==> config.mk <==
export PLATFORM = sky130hd
export DESIGN_NAME = alu_sequencer
export DESIGN_NICKNAME = d
export VERILOG_FILES = /design/src/rtl/alu_sequencer_pkg.sv /design/src/rtl/alu_sequencer_alu.sv /design/src/rtl/alu_sequencer.sv
export SDC_FILE = /design/constraint.sdc
export NUM_CORES = 1
export LEC_CHECK = 0
export BUFFER_PORTS_ARGS = -buffer_cell sky130_fd_sc_hd__buf_2
export CORE_MARGIN = 2
export CORE_UTILIZATION = 40
export CTS_BUF_LIST = sky130_fd_sc_hd__clkbuf_8
export DETAILED_ROUTE_END_ITERATION = 12
export GPL_ROUTABILITY_DRIVEN = 1
export PLACE_DENSITY_LB_ADDON = 0.08
export SLEW_MARGIN = 15
export SYNTH_ARGS = -nofsm -noshare
export SYNTH_HDL_FRONTEND = slang
export SYNTH_SLANG_ARGS = --single-unit
==> constraint.sdc <==
create_clock -name clk -period 13.6 [get_ports clk]
set_input_delay 2.72 -clock clk [delete_from_list [all_inputs] [get_ports clk]]
set_output_delay 2.72 -clock clk [all_outputs]
set_load 0.1 [all_outputs]
==> src/rtl/alu_sequencer_pkg.sv <==
// alu_sequencer_pkg: opcodes, widths and FSM encodings shared by the sequencer and its ALU.
package alu_sequencer_pkg;
    localparam int ALU_OP_W   = 4;
    localparam int ALU_DATA_W = 32;
    localparam logic [ALU_OP_W-1:0] ALU_ADD  = 4'd0;
    localparam logic [ALU_OP_W-1:0] ALU_SUB  = 4'd1;
    localparam logic [ALU_OP_W-1:0] ALU_SHL  = 4'd2;
    localparam logic [ALU_OP_W-1:0] ALU_SHR  = 4'd3;
    localparam logic [ALU_OP_W-1:0] ALU_MOVR = 4'd4;
    localparam logic [ALU_OP_W-1:0] ALU_MOVRW = 4'd5;
    localparam logic [ALU_OP_W-1:0] ALU_AND  = 4'd6;
    localparam logic [ALU_OP_W-1:0] ALU_OR   = 4'd7;
    localparam logic [ALU_OP_W-1:0] ALU_XOR  = 4'd8;
    localparam logic [ALU_OP_W-1:0] ALU_PACK = 4'd9;
    localparam logic [2:0] S_IDLE  = 3'd0;
    localparam logic [2:0] S_RD_R  = 3'd1;
    localparam logic [2:0] S_RD_RW = 3'd2;
    localparam logic [2:0] S_EXEC  = 3'd3;
    localparam logic [2:0] S_WB    = 3'd4;
    function automatic logic op_legal(input logic [ALU_OP_W-1:0] op);
        return op <= ALU_PACK;
    endfunction
endpackage

==> src/rtl/alu_sequencer_alu.sv <==
// alu_sequencer_alu: combinational 32-bit ALU; shifts by 32 or more yield zero.
module alu_sequencer_alu
    import alu_sequencer_pkg::*;
(
    input  logic [ALU_OP_W-1:0]   op,
    input  logic [ALU_DATA_W-1:0] in_r,
    input  logic [ALU_DATA_W-1:0] in_rw,
    output logic [ALU_DATA_W-1:0] out,
    output logic                  is_zero
);
    logic big_shift;
    assign big_shift = |in_r[ALU_DATA_W-1:5];
    always_comb begin
        out = '0;
        case (op)
            ALU_ADD:   out = in_rw + in_r;
            ALU_SUB:   out = in_rw - in_r;
            ALU_SHL:   out = big_shift ? '0 : in_rw << in_r[4:0];
            ALU_SHR:   out = big_shift ? '0 : in_rw >> in_r[4:0];
            ALU_MOVR:  out = in_r;
            ALU_MOVRW: out = in_rw;
            ALU_AND:   out = in_rw & in_r;
            ALU_OR:    out = in_rw | in_r;
            ALU_XOR:   out = in_rw ^ in_r;
            ALU_PACK:  out = (in_r << 8) | in_rw;
            default:   out = '0;
        endcase
    end
    assign is_zero = (out == '0);
endmodule

==> src/rtl/alu_sequencer.sv <==
// alu_sequencer: fetches two operands over one register-file port, runs the ALU,
// and writes the result back to the read/write operand's address.
module alu_sequencer
    import alu_sequencer_pkg::*;
#(
    parameter int ADDR_W = 8,
    parameter int DATA_W = 32
) (
    input  logic              clk,
    input  logic              reset_n,
    input  logic              req_valid,
    output logic              req_ready,
    input  logic [3:0]        req_op,
    input  logic [ADDR_W-1:0] req_addr_r,
    input  logic [ADDR_W-1:0] req_addr_rw,
    output logic [ADDR_W-1:0] rf_addr,
    output logic              rf_rd_en,
    input  logic [DATA_W-1:0] rf_rdata,
    output logic              rf_wr_en,
    output logic [DATA_W-1:0] rf_wdata,
    output logic              done,
    output logic              err,
    output logic [DATA_W-1:0] result,
    output logic              flag_zero
);
    logic [2:0]          state_q, state_d;
    logic [3:0]          op_q;
    logic [ADDR_W-1:0]   addr_r_q, addr_rw_q;
    logic [DATA_W-1:0]   opnd_r_q, result_q, alu_out;
    logic                zero_q, alu_zero, legal;

    alu_sequencer_alu u_alu (
        .op     (op_q),
        .in_r   (opnd_r_q),
        .in_rw  (rf_rdata),
        .out    (alu_out),
        .is_zero(alu_zero)
    );

    assign legal   = op_legal(op_q);
    assign state_d = state_q == S_IDLE ? (req_valid ? S_RD_R : S_IDLE) :
                     state_q == S_WB   ? S_IDLE : 3'(state_q + 3'd1);

    // Result and flag commit at the end of EXEC so they are visible alongside done.
    always_ff @(posedge clk) begin
        if (!reset_n) begin
            state_q   <= S_IDLE;
            op_q      <= '0;
            addr_r_q  <= '0;
            addr_rw_q <= '0;
            opnd_r_q  <= '0;
            result_q  <= '0;
            zero_q    <= 1'b0;
        end else begin
            state_q <= state_d;
            if (state_q == S_IDLE && req_valid) begin
                op_q      <= req_op;
                addr_r_q  <= req_addr_r;
                addr_rw_q <= req_addr_rw;
            end
            if (state_q == S_RD_RW) opnd_r_q <= rf_rdata;
            if (state_q == S_EXEC && legal) begin
                result_q <= alu_out;
                zero_q   <= alu_zero;
            end
        end
    end

    assign req_ready = state_q == S_IDLE;
    assign rf_rd_en  = state_q == S_RD_R || state_q == S_RD_RW;
    assign rf_wr_en  = state_q == S_WB && legal;
    assign rf_addr   = state_q == S_RD_R ? addr_r_q :
                       (state_q == S_RD_RW || rf_wr_en) ? addr_rw_q : '0;
    assign rf_wdata  = rf_wr_en ? result_q : '0;
    assign done      = state_q == S_WB;
    assign err       = state_q == S_WB && !legal;
    assign result    = result_q;
    assign flag_zero = zero_q;
endmodule

==> results.cfg, run 1 <==
[worst_setup_path]
crit_buf_inv = 2
slowest_stage = a2111oi_0
crit_chain = buf_2 -> inv_1 -> ha_1 -> fa_1 -> nand2b_1 -> a21oi_1 -> o211ai_1 -> a31oi_1 -> o221ai_1 -> xnor2_1 -> a2111oi_0 -> nor4bb_1 -> nand4_1 -> o31ai_2
rrSetupSlack_ns = 7.91
crit_arrival_ns = 6.53
crit_path_end_kind = flop
crit_type = in2reg
path_max_fanout = 9
cp.required_ns = 13.93
slowest_delay_ns = 0.59
cp_top_family = compound AO/OA/AOI/OAI gates
crit_path_start_kind = input port

[hold_path]
min_path_type = reg2reg

[timing]
setup_viol = 0
fin_crit_ns = 6.200
fmax_ghz = 0.1613
setup_slack_ns = 7.400
timing.slew.headroom_pct = 22.95
rsz0062_at_grt = no
hold_viol_final = 0
fin_crit_sh_pct = 45.59
slew_viol_final = 0
skew_ns = 0.03078
setup-tns-final_ns = 0
worst_pin_slew_ns = 1.141

[floorplanning]
dieArea_mm2 = 0.03290
fp-row-count = 64
ios = 133
die_y_um = 181.4
die_w_um = 181.4
floorplan.initialDensity_pct = 40.93
core_mm2 = 0.03075

[synth]
yosys_warnings = 0
synth_top_area_share_pct = 14.00
synthTopCellsByArea = dfxtp_1 (14%), ha_1 (10%), nand2_1 (7.0%), mux4_2 (6.8%), a21oi_1 (5.2%)
syn_nets = 1802
yosys.area.top_type = dfxtp_1
synth-async-reset-ratio_pct = 0
synth_common_cells = nand2_1 (234), a21oi_1 (130), clkbuf_1 (113)
synth_ff_type = dfxtp_1
ys_seq_elements = 88
synth-edff-count = 0
synth_cell_types = 89
syn_area_per_cell_um2 = 7.661
yosysSeqAreaShare_pct = 14.00
synthCells = 1643
netlist_area_mm2 = 0.01259
yosysMostFrequentCell = nand2_1

[drt]
wl_met2_um = 24160
top_layer_used = met4
drt_iter0_drc = 1733
num_vias = 13559
routed_wl_um = 54980
wl_met3_um = 5227
wl_met1_um = 23190
routedWlPerCell_um = 26.70
antenna_left = 0
dr.pass1.iters = 9
routed_via_density = 6.585
drc = 0

[final_layout]
design_area_mm2 = 0.01354
drive_gt1_share_pct = 16.67
final_nets = 1816
areaGrowthSynthToFinish_pct = 7.584
fin_cells = 2059

[clocking]
clock-sinks = 88
cts_buffer_depth = 2
cts_tree = built
cts_hold_buf = 0
cts.htree.levels = 3
cts_setup_buffers = 0
clk_pin_slew_worst_paths_ns = 0.12
clk_latency_ns = 0.43
cts-root-buf = clkbuf_8
cts_buffers = 9
cts_resized = 0

[global_route]
grt_pass1_vias = 12979
grt_max_degree = 81
overflow = 0
track_usage_pct = 33.05
grt_pass1_wl_um = 83410
antenna_found_initial = 1

[place]
routabilityCongestion = 0.9496
io_buffers = 132
placed_cell_area_mm2 = 0.01334
dp_hpwl_um = 39490
dp.cells = 2042
dp_slack_ns = 7.005

[run]
maxCapViolCount = 0

[pwr]
vdd_drop_max_mv = 0.06204
total_leakage_power_nw = 5.338
power.density_mw_per_mm2 = 72.04

[outcome]
run_status = finished clean
[power by group]
group          total, mW  internal [mW]  switching [mW]
Combinational      0.505          0.178           0.327
Clock              0.202         0.0727           0.129
Sequential         0.269          0.263         0.00618
[tightest hold or removal path, delay by kind of cell (launching register included)]
| kind | cells | cell delay (ns) |
|---|---|---|
| flip-flops | 1 | 0.33 |
| AND/OR/NAND/NOR | 1 | 0.05 |
| AO/OA/AOI/OAI | 1 | 0.05 |
[flip-flops by register name, summed over array words and instances, names as in the netlist]
signal / count
flag_zero: 1
result: 32
state_q: 3
op_q: 4
opnd_r_q: 32
addr_r_q: 8
addr_rw_q: 8
[cells by family after synthesis]
| logic type | Yosys count | synth area share, % |
|---|---|---|
| fa+ha+maj | 104 | 10.40 |
| buf+inv | 236 | 7.863 |
| mux | 128 | 16.83 |
| compound gates | 499 | 27.13 |
| flops | 88 | 14.00 |
| simple gates | 539 | 20.38 |
| xor+xnor | 49 | 3.410 |
[through the flow]
stage / power [mW] / utilization [%] / hold WS, ns
finish: 0.9755 / 44.04 / 0.4627
global route: 1.027 / 44.04 / 0.4858
CTS: 0.9710 / 44.03 / 0.4666
detailed placement: 0.7678 / 43.39 / 0.4487
global placement: 0.7683 / 43.39 / 0.4434
floorplan: 0.6161 / - / 0.4366
[worst paths after layout]
check / startpoint / endpoint / depth (start not counted)
max: rf_rdata[0] / flag_zero / 14
min: addr_rw_q[1] / addr_rw_q[1] / 2
max reg2reg: opnd_r_q[1] / result[30] / 16
min reg2reg: addr_rw_q[1] / addr_rw_q[1] / 2
[cells in the final DEF, fill, tap and decap left out, types with 41 or more instances in the layout]
cell / netlist / final
and3_1: 41 / 41
a21oi_1: 130 / 130
ha_1: 103 / 103
nand2_1: 234 / 233
inv_1: 76 / 76
buf_2: 16 / 132
mux2i_1: 44 / 44
dfxtp_1: 88 / 85
o21ai_0: 78 / 78
nor2_1: 111 / 111
[layout make-up]
class	instances	area [um^2]
inverters	79	296.5
flip-flops and latches	88	1770
clock buffers	9	123.9
well taps	396	495.5
multi-input cells	1319	9908
clock inverters	7	73.82
diodes	1	2.502
repair buffers	160	870.8
fillers	3245	17210
[layer usage]
metal / global-route usage [%] / vias to the layer above
met4: 13.40 / 0
met2: 51.28 / 748
met3: 5.997 / 107
met5: 0 / -
met1: 45.31 / 6548
li1: - / 6156
Note: power is estimated with default switching activity, not from simulation.
==> run 2, diff against run 1 <==
Clock period 13.6 ns to 5.85 ns, I/O delays scaled along.
==> run 2 against run 1 <==
Net effect:
- flip-flop and latch count is the same
- clock power grew to 2.7 times the previous value
- critical endpoint unchanged
- via count is 1.1% higher
- sequential share of layout area decreased by 0.14 points
- first-iteration DRC count down 9.4%
- utilization up 0.48 points
==> results.cfg, run 2 (synthesized netlist as in run 1, its figures left out) <==
[outcome]
run_status = finished clean

[drt]
drt_iter0_drc = 1570
drc = 0
num_vias = 13706
dr.pass1.iters = 6
antenna_left = 0
routed_via_density = 6.621
routed_wl_um = 56600
routedWlPerCell_um = 27.34

[timing]
rsz0062_at_grt = no
setup_viol = 0
fin_crit_ns = 5.236
timing.slew.headroom_pct = 20.27
fmax_ghz = 0.1910
worst_pin_slew_ns = 1.181
slew_viol_final = 0
hold_viol_final = 0
skew_ns = 0.01860
setup-tns-final_ns = 0
fin_crit_sh_pct = 89.51

[clocking]
clk_pin_slew_worst_paths_ns = 0.11
cts_buffers = 9
cts_hold_buf = 0
cts_setup_buffers = 0
cts.htree.levels = 3
clk_latency_ns = 0.42
cts_buffer_depth = 2
clock-sinks = 88
cts_tree = built
cts-root-buf = clkbuf_8

[floorplanning]
dieArea_mm2 = 0.03290
ios = 133
core_mm2 = 0.03075
die_w_um = 181.4
floorplan.initialDensity_pct = 40.93
die_y_um = 181.4
fp-row-count = 64

[final_layout]
final_util_pct = 44.52
layout_commonest_cell = nand2_1
areaGrowthSynthToFinish_pct = 8.747
drive_gt1_share_pct = 17.26
fill_cells = 3226
diodes = 0
final_nets = 1828
final_cell_mix = nand2_1 (233), buf_2 (132), a21oi_1 (130)
fin_cells = 2070

[place]
routabilityCongestion = 0.9524
dp_hpwl_um = 41320
io_buffers = 132
dp.cells = 2054

[global_route]
grt_pass1_vias = 12668
overflow = 0
grt_max_degree = 81
antenna_found_initial = 1
track_usage_pct = 33.64
grt_pass1_wl_um = 84030

[worst_setup_path]
crit_type = reg2reg
path_max_fanout = 9
cp.required_ns = 6.18
r2r-end = flag_zero
crit_arrival_ns = 5.56
crit_end = flag_zero
r2r_cells = 14
r2r-start = opnd_r_q[5]
startpoint = opnd_r_q[5]
crit_path_start_kind = flop
rrSetupSlack_ns = 0.61
crit_path_end_kind = flop

[pwr]
power.density_mw_per_mm2 = 172.2
total_leakage_power_nw = 5.424
vdd_drop_max_mv = 0.1485

[run]
maxCapViolCount = 0

[hold_path]
min_path_type = reg2reg
min_path_cells = 2
==> run 2: cell count changes in the layout (fill, tap and decap cells not counted), sizes merged <==
| cell | before | now |
|---|---|---|
| buf | 160 | 172 |
| bufinv | 0 | 2 |
| clkbuf | 9 | 10 |
| clkinv | 4 | 2 |
| diode | 1 | 0 |
| inv | 82 | 81 |
==> run 2: metrics by stage <==
stage	hold slack (ns)	total power [mW]	setup WS, ns	cell area [um^2]
2_1_floorplan	0.4366	1.432	0.2204	12590
3_3_place_gp	0.4425	1.807	0.7955	13440
3_5_place_dp	0.4475	1.800	0.5250	13440
4_1_cts	0.4634	2.344	0.4767	13680
5_1_grt	0.4766	2.467	0.1741	13690
6_report	0.4616	2.356	0.6138	13690
==> run 2: metal layers <==
layer	GRT usage [%]	routed length [um]	vias to the layer above	part of all wire, %
li1	-	-	6191	-
met1	47.70	24490	6593	43
met2	50.53	24330	814	43
met3	5.495	5213	106	9.2
met4	14.02	2551	2	4.5
met5	0	13	-	0.023
==> run 2: area by class of cell <==
cell class                 count  area (um^2)  share of cell area [%]
multi-input combinational   1319         9917                   72.45
sequential                    88         1770                   12.93
timing repair buffer         172        973.4                   7.112
tap                          396        495.5                   3.620
inverter                      79        296.5                   2.166
clock buffer                  10        137.6                   1.005
clock inverter                 6        97.59                  0.7130
==> run 2: worst min-delay path by stage <==
stage	slack, ns	endpoint	startpoint
after global placement	0.44	addr_r_q[2]	addr_r_q[2]
after global routing	0.48	addr_rw_q[2]	addr_rw_q[2]
after CTS	0.46	addr_rw_q[2]	addr_rw_q[2]
final	0.46	addr_rw_q[0]	addr_rw_q[0]
after floorplan	0.44	addr_r_q[0]	addr_r_q[0]
after detailed placement	0.45	addr_rw_q[1]	addr_rw_q[1]
==> run 2: timing repair <==
item / CTS / global route
endpoints found under the setup margin: 0 / 1
resized for setup: 0 / 1
hold endpoints to repair: 0 / 0
==> run 2: worst max-delay path, stage by stage (launching register included) <==
cell and delay [ns]:
dfxtp_1 0.42, or4_1 0.66, nor4_4 0.58, a21oi_1 0.16
xnor2_1 0.17, ha_1 0.37, a21oi_1 0.30, o21ai_0 0.17
or3b_2 0.48, o221ai_1 0.30, xnor2_1 0.10, a2111oi_0 0.62
nor4bb_1 0.41, nand4_1 0.16, o31ai_2 0.23
==> run 2: where the power goes <==
| group | total (mW) | internal, mW | switching, mW |
|---|---|---|---|
| Sequential | 0.624 | 0.611 | 0.0131 |
| Clock | 0.538 | 0.259 | 0.279 |
| Combinational | 1.19 | 0.416 | 0.779 |
